--- src/rtl/wb_pkg.sv ---
// Shared writeback definitions: writeback source select and load funct3 codes.
package wb_pkg;

  typedef enum logic [1:0] {
    WB_ALU  = 2'b00,
    WB_MEM  = 2'b01,
    WB_PC4  = 2'b10,
    WB_RSVD = 2'b11
  } wb_sel_e;

  localparam logic [2:0] F3_LB  = 3'b000;
  localparam logic [2:0] F3_LH  = 3'b001;
  localparam logic [2:0] F3_LW  = 3'b010;
  localparam logic [2:0] F3_LBU = 3'b100;
  localparam logic [2:0] F3_LHU = 3'b101;

endpackage

--- src/rtl/load_align.sv ---
// Load data alignment: picks the addressed byte/halfword/word from the raw memory
// word and sign/zero-extends it. Flags halfword/word accesses at illegal offsets.
module load_align
  import wb_pkg::*;
(
  input  logic [31:0] rdata,
  input  logic [1:0]  offset,
  input  logic [2:0]  funct3,
  output logic [31:0] data,
  output logic        misalign
);

  logic [7:0]  selByte;
  logic [15:0] selHalf;

  assign selByte = rdata[8*offset +: 8];
  assign selHalf = offset[1] ? rdata[31:16] : rdata[15:0];

  // Size decode; misaligned or undefined accesses return zero.
  always_comb begin
    data     = '0;
    misalign = 1'b0;
    case (funct3)
      F3_LB:  data = {{24{selByte[7]}}, selByte};
      F3_LBU: data = {24'h0, selByte};
      F3_LH: begin
        misalign = offset[0];
        if (!offset[0]) data = {{16{selHalf[15]}}, selHalf};
      end
      F3_LHU: begin
        misalign = offset[0];
        if (!offset[0]) data = {16'h0, selHalf};
      end
      F3_LW: begin
        misalign = (offset != 2'b00);
        if (offset == 2'b00) data = rdata;
      end
      default: data = '0;
    endcase
  end

endmodule

--- src/rtl/mem_wb_stage.sv ---
// MEM/WB pipeline register with writeback formatting and same-cycle forwarding.
// Raw fields are registered; alignment and source muxing are combinational.
// Optional retire counter (instret) is built when RETIRE_CNT_EN is defined.
module mem_wb_stage
  import wb_pkg::*;
#(
  parameter int unsigned XLEN      = 32,
  parameter bit          RST_VALID = 1'b0
) (
  input  logic            clk,
  input  logic            rst,
  input  logic            stall_i,
  input  logic            flush_i,
  input  logic            in_valid,
  input  logic [4:0]      in_rd,
  input  logic            in_reg_wen,
  input  logic [1:0]      in_wb_sel,
  input  logic [2:0]      in_funct3,
  input  logic [XLEN-1:0] in_alu_result,
  input  logic [XLEN-1:0] in_pc_plus4,
  input  logic [XLEN-1:0] in_mem_rdata,
  output logic [4:0]      wb_addr,
  output logic [XLEN-1:0] wb_data,
  output logic            wb_wen,
  output logic            wb_valid,
  output logic            wb_misalign,
  output logic [4:0]      fwd_rd,
  output logic [XLEN-1:0] fwd_data,
  output logic            fwd_hit
`ifdef RETIRE_CNT_EN
  ,
  output logic [63:0]     instret
`endif
);

  logic            validQ;
  logic            regWenQ;
  logic [4:0]      rdQ;
  wb_sel_e         selQ;
  logic [2:0]      funct3Q;
  logic [XLEN-1:0] aluQ;
  logic [XLEN-1:0] pc4Q;
  logic [XLEN-1:0] rdataQ;

  logic [XLEN-1:0] alignData;
  logic            alignMis;
  logic            loadMis;
  logic [XLEN-1:0] dataMux;

  // Stage register: reset > flush (bubble) > stall (hold) > capture.
  always_ff @(posedge clk or posedge rst) begin
    if (rst) begin
      validQ  <= RST_VALID;
      regWenQ <= 1'b0;
      rdQ     <= '0;
      selQ    <= WB_ALU;
      funct3Q <= '0;
      aluQ    <= '0;
      pc4Q    <= '0;
      rdataQ  <= '0;
    end else if (flush_i) begin
      validQ  <= 1'b0;
      regWenQ <= 1'b0;
    end else if (!stall_i) begin
      validQ  <= in_valid;
      regWenQ <= in_reg_wen;
      rdQ     <= in_rd;
      selQ    <= wb_sel_e'(in_wb_sel);
      funct3Q <= in_funct3;
      aluQ    <= in_alu_result;
      pc4Q    <= in_pc_plus4;
      rdataQ  <= in_mem_rdata;
    end
  end

  load_align u_load_align (
    .rdata    (rdataQ),
    .offset   (aluQ[1:0]),
    .funct3   (funct3Q),
    .data     (alignData),
    .misalign (alignMis)
  );

  // Writeback source select; reserved select and misaligned loads yield zero.
  always_comb begin
    dataMux = '0;
    case (selQ)
      WB_ALU:  dataMux = aluQ;
      WB_MEM:  dataMux = alignMis ? '0 : alignData;
      WB_PC4:  dataMux = pc4Q;
      default: dataMux = '0;
    endcase
  end

  assign loadMis     = validQ & (selQ == WB_MEM) & alignMis;
  assign wb_addr     = rdQ;
  assign wb_data     = dataMux;
  assign wb_valid    = validQ;
  assign wb_misalign = loadMis;
  // x0 is hardwired: never issue a write to it.
  assign wb_wen      = validQ & regWenQ & (rdQ != 5'd0) & ~loadMis;

  assign fwd_rd   = wb_addr;
  assign fwd_data = wb_data;
  assign fwd_hit  = wb_wen;

`ifdef RETIRE_CNT_EN
  logic [63:0] instretQ;

  // Retire counter: counts every captured valid instruction, wraps naturally.
  always_ff @(posedge clk or posedge rst) begin
    if (rst) begin
      instretQ <= '0;
    end else if (in_valid && !stall_i && !flush_i) begin
      instretQ <= instretQ + 64'd1;
    end
  end

  assign instret = instretQ;
`endif

endmodule

--- config.mk ---
export PLATFORM = sky130hd
export DESIGN_NAME = mem_wb_stage
export DESIGN_NICKNAME = d
export VERILOG_FILES = /design/src/rtl/wb_pkg.sv /design/src/rtl/load_align.sv /design/src/rtl/mem_wb_stage.sv
export SDC_FILE = /design/constraint.sdc
export NUM_CORES = 1
export LEC_CHECK = 0
export BUFFER_PORTS_ARGS = -buffer_cell sky130_fd_sc_hd__buf_2
export CAP_MARGIN = 20
export CORE_ASPECT_RATIO = 0.9
export CORE_UTILIZATION = 46
export CTS_CLUSTER_DIAMETER = 50
export DETAILED_ROUTE_END_ITERATION = 8
export GPL_TIMING_DRIVEN = 0
export PLACE_DENSITY = 0.77
export SYNTH_ARGS = -nofsm -noshare
export SYNTH_HDL_FRONTEND = slang
export SYNTH_SLANG_ARGS = --single-unit
--- constraint.sdc ---
create_clock -name clk -period 2.9 [get_ports clk]
set_clock_uncertainty 0.05 [all_clocks]
set_input_delay 0.29 -clock clk [delete_from_list [all_inputs] [get_ports clk]]
set_output_delay 0.29 -clock clk [all_outputs]
set_load 0.02 [all_outputs]
### Word-level counts from Yosys, hierarchy flattened

Index checks and enable logic that the tools add are counted.

* flip-flop bits (word level): 108
* bits of input ports: 112
* output and inout bits: 78
* logic and storage cells: 43

* eq/ne operators: 7
* shift-type cells: 1
* muxes and demuxes: 12
* bitwise operators: 8
* reductions and logical operators: 7

Operators with widths (number)
* $pmux W32 S5: 1
* $mux W32: 3
* $pmux W32 S3: 1
* $mux W16: 2
* $shiftx A32 B6 Y8: 1
* $eq A3 B3 Y1 const B: 2
* $and A1 B1 Y1: 5
* $reduce_bool A5 Y1: 1
* $logic_not A2 Y1: 2
* $mux W1: 4
* $eq A3 B1 Y1 const B: 1
* $eq A3 B2 Y1 const B: 1
* $logic_not A3 Y1: 1
* $not A1 Y1: 3
* $eq A2 B1 Y1 const B: 1
* $eq A2 B2 Y1 const B: 1
* $ne A2 B1 Y1 const B: 1
* $pmux W1 S2: 1
* $reduce_and A2 Y1: 1
* $reduce_bool A2 Y1: 1
* $reduce_or A2 Y1: 1

### Logic depth before layout (Yosys ltp)

* depth after elaboration: 6
* mapped depth: 8
* mapped depth without buffers: 4

### Cells and area by module

From an unflattened synthesis, not the netlist that was laid out.

* cells, all modules: 493
* area total of the unflattened synthesis: 6020.8 sq um

By module, submodules not included
* mem_wb_stage: times used 1, cells an instance 386, area each 5233.8 sq um, sequential area each 2702.6 sq um
* load_align: times used 1, cells an instance 107, area each 787.0 sq um, sequential area each 0.0 sq um

### Worst setup path before layout

No wires, ideal clock.

* kind: reg2out
* start point: register aluQ[1]
* end point: output port wb_data[0]
* arrival: 1.970 ns
* required time: 2.560 ns
* path slack: 0.590 ns
* stages on the path, launching flop included: 7
* path buffers: 3
* cell sequence: dfrtp_1 > buf_6 > buf_2 > nor2_1 > a21oi_1 > o31ai_1 > buf_4

* longest elaborated chain between the ends: 5
* elaborated cells on any way between the ends: 11
* classes of those cells: 1 x shift; 8 x mux; 2 x reduce/logical

Ends and longest elaborated chain
* from (decl): line mem_wb_stage.sv:41 `logic [XLEN-1:0] aluQ;`
* from (signal assigned): line mem_wb_stage.sv:70 `aluQ <= in_alu_result;`
* parallel branches: the longest is 3 deep, another holds $shiftx A32 B6 Y8
* $mux W32 (*): line mem_wb_stage.sv:89 `WB_MEM: dataMux = alignMis ? '0 : alignData;`
* $pmux W32 S3 (*): line mem_wb_stage.sv:87 `case (selQ)`
* to (decl): line mem_wb_stage.sv:23 `output logic [XLEN-1:0] wb_data,`

Mark *: on every way between the ends.

### Worst setup path in the final report

* start point: register aluQ[1]
* end point: output port wb_data[21]

* longest elaborated chain between the ends: 5
* elaborated cells on any way between the ends: 10
* classes of those cells: 1 x shift; 7 x mux; 2 x reduce/logical

Ends and longest elaborated chain (line)
* parallel branches: the longest is 3 deep, another holds $shiftx A32 B6 Y8
* $mux W32 (*): mem_wb_stage.sv:89
* $pmux W32 S3 (*): mem_wb_stage.sv:87

Marks and branches as above.

==> flow_summary.ini <==
[sta]
hold_viol = 0
worst_pin_slew_ns = 0.7294
drv_slew = 0
slew-limit-headroom_pct = 51.27
finalCriticalPeriod_ns = 2.797
fmax_mhz = 357.5
fin_crit_sh_pct = 96.44
setup_violations = 0

[yosys]
synthTopCellsByCount = dfrtp_1, mux2_1, mux2_2
syn_nets = 576
synth_area_leaders = dfrtp_1, mux2_1, mux2_2
yosysWarnings = 0
syn_area_mm2 = 0.005590
synth_top_area_share_pct = 48.34
ys.flop_type = dfrtp_1
ys_async_sr_fraction_pct = 100.0
ys_ff_latch = 108
seq_area_frac_synth_pct = 48.34
synth_area_leader_cell = dfrtp_1
syn_inst = 464
avgSynthCellArea_um2 = 12.05
synth-edff-count = 0
yosysUniqueCellTypes = 40
synth.most_common_cell = dfrtp_1

[floorplan]
start_util_pct = 48.11
die_h_um = 106.6
coreArea_mm2 = 0.01162
die_w_um = 118.2
num_rows = 37
die_area_mm2 = 0.01260
pin_count = 190

[global_route]
antenna_found_initial = 3
grt_pass1_wl_um = 23880
grt_max_degree = 44
grt-ovfl-total = 0
gr-usage-all-layers_pct = 25.06
grt_pass1_vias = 4703

[clock_network]
numCtsBuffers = 9
cts_hold_buffers = 0
cts_tree = built
clk_pin_slew_ns = 0.07
cts_num_sinks = 108
worstSkewPairLatency_ns = 0.35
htree_levels = 3
clockBufferDepth = 2
cts_root_buf = clkbuf_16

[power_and_ir_drop]
power.density_mw_per_mm2 = 658.8
seqPwrFrac_pct = 40.5
p_switching_uw = 1579
vdd.ir_drop.worst_v = 0.0004126
internal-power_uw = 3098
power_leakage_uw = 0.003594
clockPowerShare_pct = 26.1
switching_share_pct = 33.76
total_power_uw = 4678
p_comb_share_pct = 33.5

[critical_path]
worst_ep_arrival_time_ns = 2.46
critPathRequiredTime_ns = 2.56
cp_max_fo = 10
end_kind = output port
critPathLaunchType = register
critical_path_class = reg -> out

[cells_and_area]
multiInputGateArea_mm2 = 0.002467
num-fill-cells = 981
area_delta_synth_final_pct = 27.01
fin_nets = 778
seq_area_mm2 = 0.002703
drive_gt1_share_pct = 47.69
final_cells = 829

[placement]
numPortBuffers = 189
place.gp.congestion = 0.8678
place_hpwl_um = 11520
place_inst = 811

[detailed_routing]
dr.first_iter.drc_count = 253
ant_nets = 0
wire_per_inst_um = 18.07
totalWireLength_um = 14980
drtPass1Iterations = 4
via_count = 4350
drc = 0
vias_per_cell = 5.247

[run_status]
outcome = completed

[job]
cap_violations = 0

[min_path]
holdCritPathClass = in -> async
==> power groups by stage <==
| stage | Combinational, µW | Sequential (µW) | Clock (µW) |
|---|---|---|---|
| 2_1_floorplan | 1110 | 1870 | 0 |
| 6_report | 1570 | 1890 | 1220 |
| 3_5_place_dp | 1570 | 1920 | 0 |
| 5_1_grt | 1690 | 1920 | 1310 |
| 3_3_place_gp | 1530 | 1900 | 0 |
| 4_1_cts | 1570 | 1890 | 1240 |
==> cell usage in the layout, fill, tap and decap left out, types with 3 or more instances in the layout <==
cell type / n
clkinvlp_4: 3
a22o_1: 6
a211o_1: 23
mux2_2: 48
clkbuf_1: 13
o21ai_0: 3
dfrtp_1: 108
clkbuf_16: 9
buf_2: 202
o21ai_1: 8
mux2i_1: 41
clkbuf_8: 3
o22ai_1: 7
nand2_1: 11
a21oi_1: 15
mux2_1: 57
nor2_1: 38
buf_4: 39
o21a_1: 3
==> cells by family after synthesis <==
kind of cell	synth area share, %
mux	28.89
buf+inv	7.811
simple gates	5.618
compound gates	9.333
flops	48.34
==> cell type report <==
| class | instances | area share, % |
|---|---|---|
| inverter | 2 | 0.1586 |
| clock buffer | 12 | 3.753 |
| timing repair buffer | 192 | 13.99 |
| tap | 156 | 2.749 |
| multi-input combinational | 286 | 34.75 |
| clock inverter | 4 | 0.4581 |
| buffer | 67 | 6.009 |
| sequential | 108 | 38.06 |
| antenna | 2 | 0.07048 |
==> metal layers <==
layer  share of wire [%]  vias up  track usage [%]
met2                  49      175            41.51
li1                    -     2035                -
met4                 2.1        0            8.883
met1                  40     2117            30.47
met3                 8.6       23            8.617
met5                   0        -                0
==> timing repair <==
item / in CTS / in global routing
buffers inserted: 1 / 0
gates resized for setup: 0 / 5
cloned: 0 / 0
pin swaps: 1 / 1
endpoints found under the setup margin: 12 / 35
==> critical path: stages (launching register included) <==
cell      delay [ns]
dfrtp_1         0.38
buf_6           0.14
nor4_1          0.43
o21ai_2         0.20
a211oi_4        0.32
buf_6           0.20
a211o_1         0.16
buf_4           0.12
buf_2           0.15
==> path summary, 6_finish.rpt <==
path	start	end	slack, ns	cells after the start
min	rst	pc4Q[17]$_DFFE_PP0P_	0.004	2
max reg2reg	aluQ[0]$_DFFE_PP0P_	aluQ[0]$_DFFE_PP0P_	1.43	3
max in group asynchronous	rst	fwd_rd[1]$_DFFE_PP0P_	2.14	3
min reg2reg	aluQ[12]$_DFFE_PP0P_	aluQ[12]$_DFFE_PP0P_	0.44	1
max	aluQ[1]$_DFFE_PP0P_	wb_data[21]	0.10	8
min in group clk	flush_i	wb_valid$_DFFE_PP0P_	0.06	2
==> registers in the layout, summed over array words and instances (netlist names) <==
register and count:
aluQ 32, funct3Q 3, pc4Q 32, rdataQ 32, regWenQ 1, fwd_rd 5
selQ 2, wb_valid 1
==> stage by stage <==
step | TNS (ns) | setup WS [ns] | cell area [µm²] | hold WS, ns | utilization [%]
finish | 0 | 0.1032 | 7101 | 0.004024 | 61.11
global route | -0.06950 | -0.02352 | 7101 | 0.05267 | 61.11
CTS | 0 | 0.01324 | 7078 | 0.01852 | 60.91
detailed placement | 0 | 0.3067 | 6775 | 0.3893 | 58.31
global placement | 0 | 0.2775 | 6735 | 0.4173 | 57.96
floorplan | 0 | 0.5904 | 5594 | 0.3064 | -
No activity file was read; power rests on OpenSTA's default activity.
